===== config.mk =====
export PLATFORM = sky130hd
export DESIGN_NAME = serial_adder
export DESIGN_NICKNAME = d
export VERILOG_FILES = /design/src/rtl/serial_adder.sv
export SDC_FILE = /design/constraint.sdc
export NUM_CORES = 1
export LEC_CHECK = 0
export CAP_MARGIN = 20
export CORE_ASPECT_RATIO = 1.25
export CORE_MARGIN = 10
export CORE_UTILIZATION = 55
export CTS_CLUSTER_DIAMETER = 120
export DETAILED_ROUTE_END_ITERATION = 16
export DONT_BUFFER_PORTS = 1
export PLACE_DENSITY = 0.79
export SYNTH_ARGS = -nofsm -noshare
export SYNTH_HDL_FRONTEND = slang
export SYNTH_SLANG_ARGS = --single-unit

===== constraint.sdc =====
create_clock -name clk -period 4.3 [get_ports clk]
set_clock_uncertainty 0.2 [all_clocks]
set_input_delay 0.86 -clock clk [delete_from_list [all_inputs] [get_ports clk]]
set_output_delay 0.86 -clock clk [all_outputs]
set_load 0.05 [all_outputs]

===== src/rtl/serial_adder.sv =====
// rtl/serial_adder.sv - multi-cycle digit-serial adder with start/busy/done handshake
module serial_adder #(
  parameter int WIDTH = 8,
  parameter int DIGIT = 1
) (
  input  logic             clk,
  input  logic             rst_n,
  input  logic             start,
  input  logic [WIDTH-1:0] a,
  input  logic [WIDTH-1:0] b,
  input  logic             cin,
  output logic             busy,
  output logic             done,
  output logic [WIDTH-1:0] sum,
  output logic             cout,
  output logic             ovf
);
  localparam int N  = WIDTH / DIGIT;
  localparam int CW = (N > 1) ? $clog2(N) : 1;
  localparam logic [CW-1:0] LAST_CNT = CW'(N - 1);

  typedef enum logic {IDLE, RUN} state_t;
  state_t state, state_nxt;

  logic [WIDTH-1:0]       a_sh, b_sh, acc, acc_nxt;
  logic [WIDTH+DIGIT-1:0] acc_cat;
  logic [CW-1:0]          cnt;
  logic                   carry;
  logic                   load, step, last;
  logic [DIGIT-1:0]       dig_sum;
  logic                   dig_cout, msb_cin;

  // Digit adder; the only carry path between digits is the carry register.
  always_comb begin
    {dig_cout, dig_sum} = {1'b0, a_sh[DIGIT-1:0]} + {1'b0, b_sh[DIGIT-1:0]}
                          + (DIGIT+1)'(carry);
    // Carry into the digit's top bit recovered from that bit's sum and operands.
    msb_cin = dig_sum[DIGIT-1] ^ a_sh[DIGIT-1] ^ b_sh[DIGIT-1];
    acc_cat = {dig_sum, acc};
    acc_nxt = acc_cat[WIDTH+DIGIT-1:DIGIT];
  end

  always_ff @(posedge clk or negedge rst_n) begin
    if (!rst_n) state <= IDLE;
    else        state <= state_nxt;
  end

  always_comb begin
    state_nxt = state;
    load      = 1'b0;
    step      = 1'b0;
    last      = 1'b0;
    busy      = 1'b0;
    case (state)
      IDLE: begin
        if (start) begin
          load      = 1'b1;
          state_nxt = RUN;
        end
      end
      RUN: begin
        busy = 1'b1;
        step = 1'b1;
        if (cnt == LAST_CNT) begin
          last      = 1'b1;
          state_nxt = IDLE;
        end
      end
      default: state_nxt = IDLE;
    endcase
  end

  always_ff @(posedge clk or negedge rst_n) begin
    if (!rst_n) begin
      a_sh  <= '0;
      b_sh  <= '0;
      acc   <= '0;
      cnt   <= '0;
      carry <= 1'b0;
      done  <= 1'b0;
      sum   <= '0;
      cout  <= 1'b0;
      ovf   <= 1'b0;
    end else begin
      done <= last;
      if (load) begin
        a_sh  <= a;
        b_sh  <= b;
        carry <= cin;
        cnt   <= '0;
      end else if (step) begin
        a_sh  <= a_sh >> DIGIT;
        b_sh  <= b_sh >> DIGIT;
        acc   <= acc_nxt;
        carry <= dig_cout;
        cnt   <= cnt + CW'(1);
        if (last) begin
          sum  <= acc_nxt;
          cout <= dig_cout;
          ovf  <= msb_cin ^ dig_cout;
        end
      end
    end
  end
endmodule


### Yosys cells after proc, flatten, opt, wreduce, memory -nomap -nowiden

Cells that the tools add are included.

| cells by class | value |
|---|---|
| add/sub/neg operators | 3 |
| multiply operators | 0 |
| div/mod/pow operators | 0 |
| magnitude comparators | 0 |
| equal/unequal tests | 1 |
| shift-type cells | 0 |
| multiplexer cells | 15 |
| bitwise operators | 5 |
| reduce and logical (&&, ||, !) cells | 3 |

Operators by type and width:

| operator | count |
|---|---|
| $mux W8 | 4 |
| $mux W1 | 8 |
| $mux W3 | 2 |
| $add A3 B1 Y3 const B | 1 |
| $eq A3 B3 Y1 const B | 1 |
| $reduce_and A3 Y1 | 1 |
| $xor A1 B1 Y1 | 3 |
| $add A1 B1 Y2 | 1 |
| $add A2 B1 Y2 | 1 |
| $not A1 Y1 | 2 |
| $pmux W1 S2 | 1 |
| $reduce_and A2 Y1 | 1 |
| $reduce_bool A2 Y1 | 1 |

| storage, ports and cells | value |
|---|---|
| flip-flop bits (word level) | 40 |
| latch bits | 0 |
| bits in writable memories | 0 |
| ROM bits | 0 |
| input bits | 20 |
| output and inout port bits | 12 |
| word-level logic and storage cells | 37 |
| memories kept | 0 |

### Longest topological paths before layout

| depth | value |
|---|---|
| depth in word-level cells | 5 |
| gate-level depth with buffers | 6 |

### Worst setup path before layout

OpenSTA, ideal clock, no wires.

| timing path | value |
|---|---|
| path type | input to register |
| start | in start |
| end | reg a_sh[1] |
| setup time | 0.133 ns |
| arrival | 1.374 ns |
| slack | 2.593 ns |
| cell stages on the path | 4 |
| path buffers | 2 |
| cells stage by stage | buf_6 -> buf_8 -> mux2i_1 -> o21ai_0 |

| on the way | value |
|---|---|
| cells in the longest elaborated chain, start to end | 3 |
| elaborated cells between the ends (all ways) | 4 |

RTL lines:

| element | RTL line | source |
|---|---|---|
| from (decl) | 8 | `input logic start,` |
| $mux W1 (*) | 56 | `if (start) begin` |
| $mux W1 (*) | 54 | `case (state)` |
| $mux W8 / $reduce_bool A2 Y1 (equally long branches) | - |  |
| to (signal assigned) | 92 | `a_sh <= a_sh >> DIGIT;` |
| to (decl) | 25 | `logic [WIDTH-1:0] a_sh, b_sh, acc, acc_nxt;` |

Mark *: on every way between the ends. The rest lies on a longest branch, timed or not.
A chain may end at the register's enable or synchronous reset.

### Final worst setup path

| timing path | value |
|---|---|
| start | reg state |
| end | out busy |

| on the way | value |
|---|---|
| cells in the longest elaborated chain, start to end | 1 |

RTL lines:

| element | RTL line | source |
|---|---|---|
| from (decl) | 23 | `state_t state, state_nxt;` |
| from (signal assigned) | 45 | `else state <= state_nxt;` |
| $mux W1 | 54 |  |
| to (decl) | 12 | `output logic busy,` |

Every way passes these cells.

==> summary.md <==
| Metric | Value |
|---|---|
| Status | `completed` |
| Cell variety after synth | `18` |
| Initial Util | `0.578` |
| DIE AREA | `5740 um2` |
| Root Driver | `clkbuf_4` |
| CP Launch Type | `flip-flop` |
| Final Hold Viols | `0` |
| CTS tree | `built` |
| Final Power | `1420 uW` |
| Pre-CTS WS | `2.26 ns` |
| Antenna-violating nets left | `0` |
| Final Max Slew Viols | `0` |
| CP max FO | `46` |
| Antenna Cells | `0` |
| Static Leak | `0.000872 uW` |
| Power share of the sequential group | `0.600` |
| Max cap viols | `0` |
| P per Cell Area | `801 nW/um2` |
| Switching Fraction | `0.403` |
| Worst Tran Pin Value | `0.939 ns` |
| Worst R2R Setup Slack | `2.32 ns` |
| Cts repair resizes | `0` |
| DR iter-0 viols | `45` |
| Row cnt | `22` |
| GPL Wtd Cong | `0.660` |
| Final setup TNS | `0 ns` |
| Router iterations before antenna repair | `2` |
| Worst Setup Path Type | `reg -> out` |
| RSZ-0062 raised after global routing | `no` |
| Final WS setup | `1.89 ns` |
| Global route overflow | `0` |
| Commonest non-fill, non-tap cell in the layout | `dfrtp_1` |
| Routed len/inst | `17.3 um` |
| First-pass GRT wire length | `5090 um` |
| Most frequent cells in the layout | `dfrtp_1 (38), mux2i_1 (18), nand2_1 (16), o21ai_0 (16), mux2_2 (10)` |
| Clock power frac | `0.148` |
| Clock H-tree levels | `2` |
| # DRC | `0` |
| Post-synthesis instance total | `128` |
| Num CTS Buffers | `5` |
| Crit path required time | `3.24 ns` |
| Net Sw Power | `571 uW` |
| P&R area growth vs syn | `3.82%` |
| Sequential area share after synthesis | `0.573` |
| Vias in the first global route | `1065` |
| Core Footprint | `2950 um2` |
| Mapped Nets | `151` |
| Clock sinks | `39` |
| Drt via density | `5.54` |
| Yosys warns | `0` |
| Die X | `69.8 um` |
| Final min period | `2.41 ns` |
| Crit. path cell count | `0` |
| Synthesized area | `1700 um2` |
| Pint | `846 uW` |
| Peak Freq | `414 MHz` |
| Initial antenna violation count | `0` |
| I/O Pins | `32` |
| Fillers | `243` |
| Critical R2R Capture | `sum[7]$_DFFE_PN0P_` |
| Routed via count | `914` |
| Final nets | `151` |
| Worst-case hold slack | `0.142 ns` |
| CP endpoint | `busy` |
| Post-synthesis sequential element count | `39` |
| Largest net degree at the start of global routing | `47` |
| Max IR drop VDD | `0.438 mV` |
| Critical path data arrival time | `1.35 ns` |
| Mapped Avg Cell Area | `13.3 um2` |
| Fin crit share | `0.561` |
| Final HPWL DP | `2050 um` |
| RR Startpoint | `state$_DFF_PN0_` |
| Die span in y | `82.2 um` |
| Skew-Pair Late Insertion Delay | `0.34 ns` |
| Port Buffers | `0` |
| Fin util | `0.600` |
| Worst Setup End Kind | `output port` |
| Setup crit start | `state$_DFF_PN0_` |
| Min-delay worst type | `in -> async` |
| Layout cell share with drive strength beyond 1 | `0.209` |
| Worst-path clk slew | `0.11 ns` |
| Global-route usage over all layers | `0.111` |
| Comb pwr share | `0.252` |
| Drt total wl | `2860 um` |
| Worst slew margin | `0.374` |
| Final Setup Violations | `0` |
| Reg2Reg Depth | `2` |
| Longest Clk Path Bufs | `2` |
-- layer usage --
layer	vias up	wire, um	global-route usage
met2	28	1390	0.183
met4	0	61	0.0573
met5	-	0	0
li1	440	-	-
met1	441	1100	0.109
met3	5	304	0.0680
-- per-stage QoR --
stage                     cell area (um2)  std cells
after detailed placement             1680        156
after global placement               1680        156
after floorplan                      1700        128
after global routing                 1770        165
final                                1770        165
after CTS                            1770        165
-- repair_timing --
item                       4_1_cts  5_1_grt
buffers inserted                 0        0
hold buffers                     1        0
hold endpoints to repair        39        0
setup endpoints to repair        0        0
-- final cells by class --
type / instances / area [um2] / area share
tap: 36 / 45.0 / 0.0255
clock buffer: 8 / 68.8 / 0.0389
inverter: 2 / 7.51 / 0.00425
sequential: 39 / 977 / 0.553
multi-input combinational: 79 / 649 / 0.367
timing repair buffer: 1 / 20.0 / 0.0113
-- cells by family (layout without fill, tap and decap cells) --
logic type / count (synthesis) / in the layout / share of synthesized area
AOI/OAI and AO/OA: 18 / 18 / 0.0573
xor gates and xnor gates: 3 / 3 / 0.0154
adders and majority gates: 3 / 3 / 0.0264
buffers and inverters: 10 / 11 / 0.0456
DFF: 39 / 39 / 0.573
muxes: 35 / 35 / 0.234
and+or+nand+nor: 20 / 20 / 0.0485
-- sequential cells by signal, indices dropped and copies added (netlist names) --
name / flops
a_sh: 8
b_sh: 8
sum: 8
acc: 7
cnt: 3
carry: 1
cout: 1
done: 1
ovf: 1
state: 1
-- cell usage after synthesis (all sizes together) --
library cell	n	area [um2]
dfrtp	39	976
buf	7	66.3
clkbuf	1	3.75
inv	2	7.51
xnor2	3	26.3
nand2	17	71.3
fa	1	20.0
a22o	2	17.5
o21ai	16	80.1
mux2i	18	180
mux2	17	218
nor2	3	11.3
ha	2	25.0
-- power by group through the flow --
stage	combinational [uW]	sequential (uW)	clock [uW]
final	356	851	210
after global routing	403	886	238
after CTS	367	859	221
after detailed placement	357	867	0
after global placement	330	857	0
after floorplan	390	774	0
-- worst min path at each step --
stage / endpoint / cells after the start / from
after detailed placement: a_sh[2]$_DFFE_PN0P_ / 2 / a_sh[3]$_DFFE_PN0P_
after CTS: cnt[0]$_DFFE_PN0P_ / 1 / rst_n
final: sum[1]$_DFFE_PN0P_ / 1 / rst_n
after global placement: a_sh[2]$_DFFE_PN0P_ / 2 / a_sh[3]$_DFFE_PN0P_
after global routing: cnt[0]$_DFFE_PN0P_ / 1 / rst_n
after floorplan: b_sh[0]$_DFFE_PN0P_ / 2 / b_sh[1]$_DFFE_PN0P_
(Power assumes the default switching activity.)
